## src/rtl/chroni_bitmap_expander_if.sv

```systemverilog
// Chroni pixel-write request channel (renderer -> expander) and the
// line-buffer RAM write port (expander -> line buffer).
interface chroni_bitmap_expander_if #(
  parameter int ADDR_WIDTH = 11
);
  logic                  wr_en;
  logic [ADDR_WIDTH-1:0] wr_addr;
  logic [7:0]            wr_data;
  logic [7:0]            wr_bitmap_on;
  logic [7:0]            wr_bitmap_off;
  logic [3:0]            wr_bitmap_bits;
  logic                  wr_busy;

  modport master (
    output wr_en, wr_addr, wr_data, wr_bitmap_on, wr_bitmap_off, wr_bitmap_bits,
    input  wr_busy
  );
  modport slave (
    input  wr_en, wr_addr, wr_data, wr_bitmap_on, wr_bitmap_off, wr_bitmap_bits,
    output wr_busy
  );
endinterface

interface chroni_linebuf_wr_if #(
  parameter int ADDR_WIDTH = 11
);
  logic                  buf_wr_en;
  logic [ADDR_WIDTH-1:0] buf_wr_addr;
  logic [7:0]            buf_wr_data;

  modport master (output buf_wr_en, buf_wr_addr, buf_wr_data);
  modport slave  (input  buf_wr_en, buf_wr_addr, buf_wr_data);
endinterface

```

## src/rtl/chroni_bitmap_expander.sv

```systemverilog
// Expands one font/bitmap byte MSB-first into 1-8 palette-index pixels (or
// passes a direct pixel) and writes one pixel per cycle into the line buffer.
module chroni_bitmap_expander #(
  parameter int BUFFER_SIZE = 1280,
  parameter int ADDR_WIDTH  = 11
) (
  input  logic                       sys_clk,
  input  logic                       reset_n,
  input  logic                       flush,
  chroni_bitmap_expander_if.slave    wr,
  chroni_linebuf_wr_if.master        lb
);

  typedef enum logic {IDLE, EMIT} state_t;

  state_t                r_state, w_state_nxt;
  logic [7:0]            r_bits,  w_bits_nxt;
  logic [7:0]            r_on,    w_on_nxt;
  logic [7:0]            r_off,   w_off_nxt;
  logic [2:0]            r_cnt,   w_cnt_nxt;
  logic                  r_busy,  w_busy_nxt;
  logic                  r_en,    w_en_nxt;
  logic [ADDR_WIDTH-1:0] r_addr,  w_addr_nxt;
  logic [7:0]            r_data,  w_data_nxt;

  logic                  w_accept;
  logic [3:0]            w_in_n;
  logic [ADDR_WIDTH-1:0] w_in_addr;
  logic [ADDR_WIDTH-1:0] w_addr_inc;

  assign w_accept   = wr.wr_en & ~r_busy & ~flush;
  assign w_in_n     = (wr.wr_bitmap_bits == 4'd0) ? 4'd1 :
                      (wr.wr_bitmap_bits > 4'd8)  ? 4'd8 : wr.wr_bitmap_bits;
  assign w_in_addr  = ADDR_WIDTH'(int'(wr.wr_addr) % BUFFER_SIZE);
  assign w_addr_inc = (r_addr == ADDR_WIDTH'(BUFFER_SIZE - 1)) ? '0
                                                               : r_addr + ADDR_WIDTH'(1);

  // The first pixel is produced on the acceptance edge itself, so r_cnt
  // counts pixels still to come after the one currently on the outputs.
  always_comb begin
    w_state_nxt = r_state;
    w_bits_nxt  = r_bits;
    w_on_nxt    = r_on;
    w_off_nxt   = r_off;
    w_cnt_nxt   = r_cnt;
    w_busy_nxt  = 1'b0;
    w_en_nxt    = 1'b0;
    w_addr_nxt  = r_addr;
    w_data_nxt  = r_data;

    if (flush) begin
      w_state_nxt = IDLE;
      w_cnt_nxt   = '0;
    end else if (r_state == EMIT && r_cnt != 3'd0) begin
      w_en_nxt   = 1'b1;
      w_addr_nxt = w_addr_inc;
      w_data_nxt = r_bits[7] ? r_on : r_off;
      w_bits_nxt = {r_bits[6:0], 1'b0};
      w_cnt_nxt  = r_cnt - 3'd1;
      w_busy_nxt = (r_cnt != 3'd1);
    end else if (w_accept) begin
      w_state_nxt = EMIT;
      w_en_nxt    = 1'b1;
      w_addr_nxt  = w_in_addr;
      w_data_nxt  = (wr.wr_bitmap_bits == 4'd0) ? wr.wr_data :
                    (wr.wr_data[7] ? wr.wr_bitmap_on : wr.wr_bitmap_off);
      w_bits_nxt  = {wr.wr_data[6:0], 1'b0};
      w_on_nxt    = wr.wr_bitmap_on;
      w_off_nxt   = wr.wr_bitmap_off;
      w_cnt_nxt   = 3'(w_in_n - 4'd1);
      w_busy_nxt  = (w_in_n != 4'd1);
    end else begin
      w_state_nxt = IDLE;
      w_cnt_nxt   = '0;
    end
  end

  always_ff @(posedge sys_clk or negedge reset_n) begin
    if (!reset_n) begin
      r_state <= IDLE;
      r_bits  <= '0;
      r_on    <= '0;
      r_off   <= '0;
      r_cnt   <= '0;
      r_busy  <= 1'b0;
      r_en    <= 1'b0;
      r_addr  <= '0;
      r_data  <= '0;
    end else begin
      r_state <= w_state_nxt;
      r_bits  <= w_bits_nxt;
      r_on    <= w_on_nxt;
      r_off   <= w_off_nxt;
      r_cnt   <= w_cnt_nxt;
      r_busy  <= w_busy_nxt;
      r_en    <= w_en_nxt;
      r_addr  <= w_addr_nxt;
      r_data  <= w_data_nxt;
    end
  end

  assign wr.wr_busy     = r_busy;
  assign lb.buf_wr_en   = r_en;
  assign lb.buf_wr_addr = r_addr;
  assign lb.buf_wr_data = r_data;

endmodule

```

## src/flat_wrapper.sv

```systemverilog
// flat-port wrapper written by rule: the top's interface ports become plain ports
module chroni_bitmap_expander_flat 
#(
  parameter int BUFFER_SIZE = 1280,
  parameter int ADDR_WIDTH  = 11
)
  (sys_clk, reset_n, flush, wr_wr_en, wr_wr_addr, wr_wr_data, wr_wr_bitmap_on, wr_wr_bitmap_off, wr_wr_bitmap_bits, wr_wr_busy, lb_buf_wr_en, lb_buf_wr_addr, lb_buf_wr_data);
  chroni_bitmap_expander_if #(.ADDR_WIDTH(ADDR_WIDTH)) wr_i ();
  chroni_linebuf_wr_if #(.ADDR_WIDTH(ADDR_WIDTH)) lb_i ();
  input  logic sys_clk;
  input  logic reset_n;
  input  logic flush;
  input wire logic [$bits(wr_i.wr_en)-1:0] wr_wr_en;
  input wire logic [$bits(wr_i.wr_addr)-1:0] wr_wr_addr;
  input wire logic [$bits(wr_i.wr_data)-1:0] wr_wr_data;
  input wire logic [$bits(wr_i.wr_bitmap_on)-1:0] wr_wr_bitmap_on;
  input wire logic [$bits(wr_i.wr_bitmap_off)-1:0] wr_wr_bitmap_off;
  input wire logic [$bits(wr_i.wr_bitmap_bits)-1:0] wr_wr_bitmap_bits;
  output wire logic [$bits(wr_i.wr_busy)-1:0] wr_wr_busy;
  output wire logic [$bits(lb_i.buf_wr_en)-1:0] lb_buf_wr_en;
  output wire logic [$bits(lb_i.buf_wr_addr)-1:0] lb_buf_wr_addr;
  output wire logic [$bits(lb_i.buf_wr_data)-1:0] lb_buf_wr_data;
  assign wr_i.wr_en = wr_wr_en;
  assign wr_i.wr_addr = wr_wr_addr;
  assign wr_i.wr_data = wr_wr_data;
  assign wr_i.wr_bitmap_on = wr_wr_bitmap_on;
  assign wr_i.wr_bitmap_off = wr_wr_bitmap_off;
  assign wr_i.wr_bitmap_bits = wr_wr_bitmap_bits;
  assign wr_wr_busy = wr_i.wr_busy;
  assign lb_buf_wr_en = lb_i.buf_wr_en;
  assign lb_buf_wr_addr = lb_i.buf_wr_addr;
  assign lb_buf_wr_data = lb_i.buf_wr_data;
  chroni_bitmap_expander #(.BUFFER_SIZE(BUFFER_SIZE), .ADDR_WIDTH(ADDR_WIDTH)) u_core (.sys_clk(sys_clk), .reset_n(reset_n), .flush(flush), .wr(wr_i), .lb(lb_i));
endmodule
```

## config.mk

```make
export PLATFORM = sky130hd
export DESIGN_NAME = chroni_bitmap_expander_flat
export DESIGN_NICKNAME = d
export VERILOG_FILES = /design/src/rtl/chroni_bitmap_expander_if.sv /design/src/rtl/chroni_bitmap_expander.sv /design/src/flat_wrapper.sv
export SDC_FILE = /design/constraint.sdc
export NUM_CORES = 1
export LEC_CHECK = 0
export CORE_ASPECT_RATIO = 1.5
export CORE_MARGIN = 2
export CORE_UTILIZATION = 45
export CTS_CLUSTER_DIAMETER = 150
export DETAILED_ROUTE_END_ITERATION = 10
export PLACE_DENSITY = 0.73
export SYNTH_ARGS = -nofsm -noshare
export SYNTH_HDL_FRONTEND = slang
export SYNTH_SLANG_ARGS = --single-unit
```

## constraint.sdc

```tcl
create_clock -name sys_clk -period 3.9 [get_ports sys_clk]
set_clock_uncertainty 0.15 [all_clocks]
set_input_delay 1.17 -clock sys_clk [delete_from_list [all_inputs] [get_ports sys_clk]]
set_output_delay 1.17 -clock sys_clk [all_outputs]
set_load 0.03 [all_outputs]
```

==> run_results.csv <==
group,metric,value,unit
hold_path,min_path_cells,1,
worst_setup_path,setup.worst_path.start_class,"input port",
cts,cts.repair.resized,0,
yosys,synth_edf_count,0,
worst_setup_path,reg2reg_depth,7,
yosys,synth_compound_area_frac,0.157,
power,power.internal,0.00110,W
power,p_comb_frac,0.373,
hold_path,min_path_type,"reg2reg",
yosys,synth.distinct_cells,53,
global_routing,antenna_found_initial,0,
timing,drv_slew,0,
detailed_routing,drtIter0Drc,200,
timing,max_slew_margin,0.280,
yosys,yosys-top-cells-area,"dfrtp_1 (43%), mux2_2 (10%), mux2i_1 (10%)",
worst_setup_path,endpoint_kind,"flop",
cts,cts_hold_buf,0,
power,leakage,1.46,nW
cts,cts_tree,"built",
yosys,yosysMostFrequentCell,"dfrtp_1",
yosys,synthCells,253,
global_routing,grt_pass1_vias,2409,
detailed_routing,detail_route.wl_per_cell,17.3,um
yosys,ys_ff_latch,48,
yosys,synth.top_cell.area_share,0.429,
detailed_routing,ant_nets,0,
global_routing,grt_overflow_total,0,
run_status,outcome,"finished, final reports clean",
power,p_sw_frac,0.354,
detailed_routing,via_per_inst,5.85,
yosys,synthSimpleGateAreaFrac,0.0948,
yosys,synth_xor_area_frac,0.00313,
cts,cts_buffer_depth,2,
worst_setup_path,rrSetupSlack,1.26,ns
floorplanning,ios,64,
finish,syn_to_final_growth,26.3,%
power,power.density,481,nW/um^2
timing,finalSetupViolCount,0,
worst_setup_path,reg2reg_from,"u_core.r_cnt[0]",
global_routing,grt_first_pass_wirelength,11200,um
timing,period_minus_slack,3.02,ns
timing,worstMarginPinSlew,1.08,ns
timing,fin_crit_sh,0.774,
yosys,synth_nets,301,
cts,path_clk_slew,0.09,ns
cts,cts_buffers,5,
detailed_routing,wl,6610,um
floorplanning,std_cell_rows,35,
place,portBuffers,63,
detailed_routing,firstDrtPassIters,4,
finish,drive_above_1_share,0.155,
power,power_switching,0.000603,W
yosys,syn_area,2800,um^2
worst_setup_path,worst_ep_arrival_time,3.05,ns
place,gp_congestion,0.790,
yosys,ys_async_sr_fraction,1.00,
timing,setup_tns,0,ns
power,ir_drop,408,uV
hold_path,worstHoldStart,"u_core.r_off[6]",
floorplanning,die_w,68.4,um
worst_setup_path,r2r-end,"u_core.lb.buf_wr_data[1]",
timing,grt_setup_unrepaired,"no",
power,seqPwrFrac,0.435,
yosys,synth_top_family_by_area,"multiplexers",
floorplanning,die-area,6880,um^2
timing,whs,0.358,ns
yosys,synth-adder-area-share,0.0224,
finish,fin_cells,383,
timing,hold_viol,0,
cts,cts-root-buf,"clkbuf_8",
yosys,synthTopCellsByCount,"dfrtp_1 (48), mux2i_1 (28), mux2_2 (25)",
worst_setup_path,worstPathRequired,3.94,ns
floorplanning,start_util,0.460,
cts,cts_setup_buffers,0,
detailed_routing,drcViolationCount,0,
place,place_inst,376,
run,maxCapViolations,0,
yosys,synth_flop_cell,"dfrtp_1",
timing,fmax,331,MHz
power,p_clk_frac,0.192,
global_routing,grt.total_usage,0.213,
cts,htree_num_levels,2,
yosys,yosys.area.top_type,"dfrtp_1",
place,place_hpwl,4710,um
worst_setup_path,crit_type,"in2reg",
detailed_routing,num_vias,2242,
floorplanning,die_h,101,um
yosys,seq_area_frac_synth,0.429,
cts,cts_sinks,48,
floorplanning,core,6090,um^2
yosys,yosysWarnings,0,
finish,n_antenna_cell,0,
yosys,postSynthAreaPerCell,11.1,um^2
hold_path,whs_endpoint,"u_core.r_off[6]",
global_routing,grt_max_degree,49,
worst_setup_path,crit_fanout,9,
finish,layout.nets,357,
cts,clock_latency,0.30,ns
yosys,synth.mux.area_fraction,0.233,
[per-stage QoR]
step                utilization  total power [W]  setup slack, ns  area [um^2]
floorplan                     -          0.00113             1.32         2800
global placement          0.565          0.00137            0.613         3440
detailed placement        0.565          0.00139            0.575         3440
CTS                       0.581          0.00171            0.898         3540
global route              0.581          0.00180            0.811         3540
finish                    0.581          0.00170            0.882         3540
[kinds of logic (layout without fill, tap and decap cells)]
logic type / count (synthesis) / after routing
muxes: 59 / 59
buffers and inverters: 33 / 89
DFF: 48 / 48
xor gates and xnor gates: 1 / 1
and+or+nand+nor: 46 / 46
adders and majority gates: 5 / 5
AOI/OAI and AO/OA: 61 / 61
[state kept, by name (all words and copies together) (netlist names)]
signal,flops
u_core.r_on,8
u_core.wr.wr_busy,1
u_core.r_bits,7
u_core.lb.buf_wr_addr,11
u_core.lb.buf_wr_en,1
u_core.r_cnt,3
u_core.r_state,1
u_core.lb.buf_wr_data,8
u_core.r_off,8
[cells in the final DEF, fill, tap and decap left out, types with 7 or more instances in the layout]
cell type,n
o22ai_1,7
nand2_1,7
clkbuf_8,7
mux2i_1,28
o21ai_0,17
inv_1,14
mux2_2,25
nor2_1,7
dfrtp_1,48
clkdlybuf4s50_1,62
[power by group through the flow]
stage	clock network (W)	registers [W]	logic, W
after CTS	0.000333	0.000739	0.000640
after detailed placement	0	0.000748	0.000639
after floorplan	0	0.000829	0.000304
after global placement	0	0.000746	0.000626
after global routing	0.000355	0.000758	0.000689
final	0.000326	0.000740	0.000635
[area by class of cell]
cell class	count	area, um^2
sequential	48	1200
inverter	15	56.3
timing repair buffer	67	656
tap	74	92.6
multi-input combinational	172	1430
clock buffer	7	96.3
fill	534	2550
[worst max path at each step]
stage / slack, ns / to / cells past startpoint / startpoint
finish: 0.88 / u_core.lb.buf_wr_data[1] / 5 / wr_wr_bitmap_bits[1]
global route: 0.81 / u_core.lb.buf_wr_data[5] / 5 / wr_wr_bitmap_bits[1]
CTS: 0.90 / u_core.lb.buf_wr_data[5] / 5 / wr_wr_bitmap_bits[1]
detailed placement: 0.57 / u_core.lb.buf_wr_data[5] / 5 / wr_wr_bitmap_bits[1]
global placement: 0.61 / u_core.lb.buf_wr_data[5] / 5 / wr_wr_bitmap_bits[1]
floorplan: 1.32 / u_core.lb.buf_wr_data[1] / 5 / wr_wr_bitmap_bits[1]
[worst max-delay path, cell delays in order]
cell and delay (ns):
clkdlybuf4s50_1 0.45, or4_1 0.80, mux2i_1 0.26, mux2i_1 0.11, mux2_4 0.27
[per-layer routing]
layer,part of all wire,GRT usage
met1,0.39,0.259
met2,0.53,0.361
met3,0.044,0.0391
met4,0.031,0.0892
met5,0,0
Note: power is estimated with default switching activity, not from simulation.
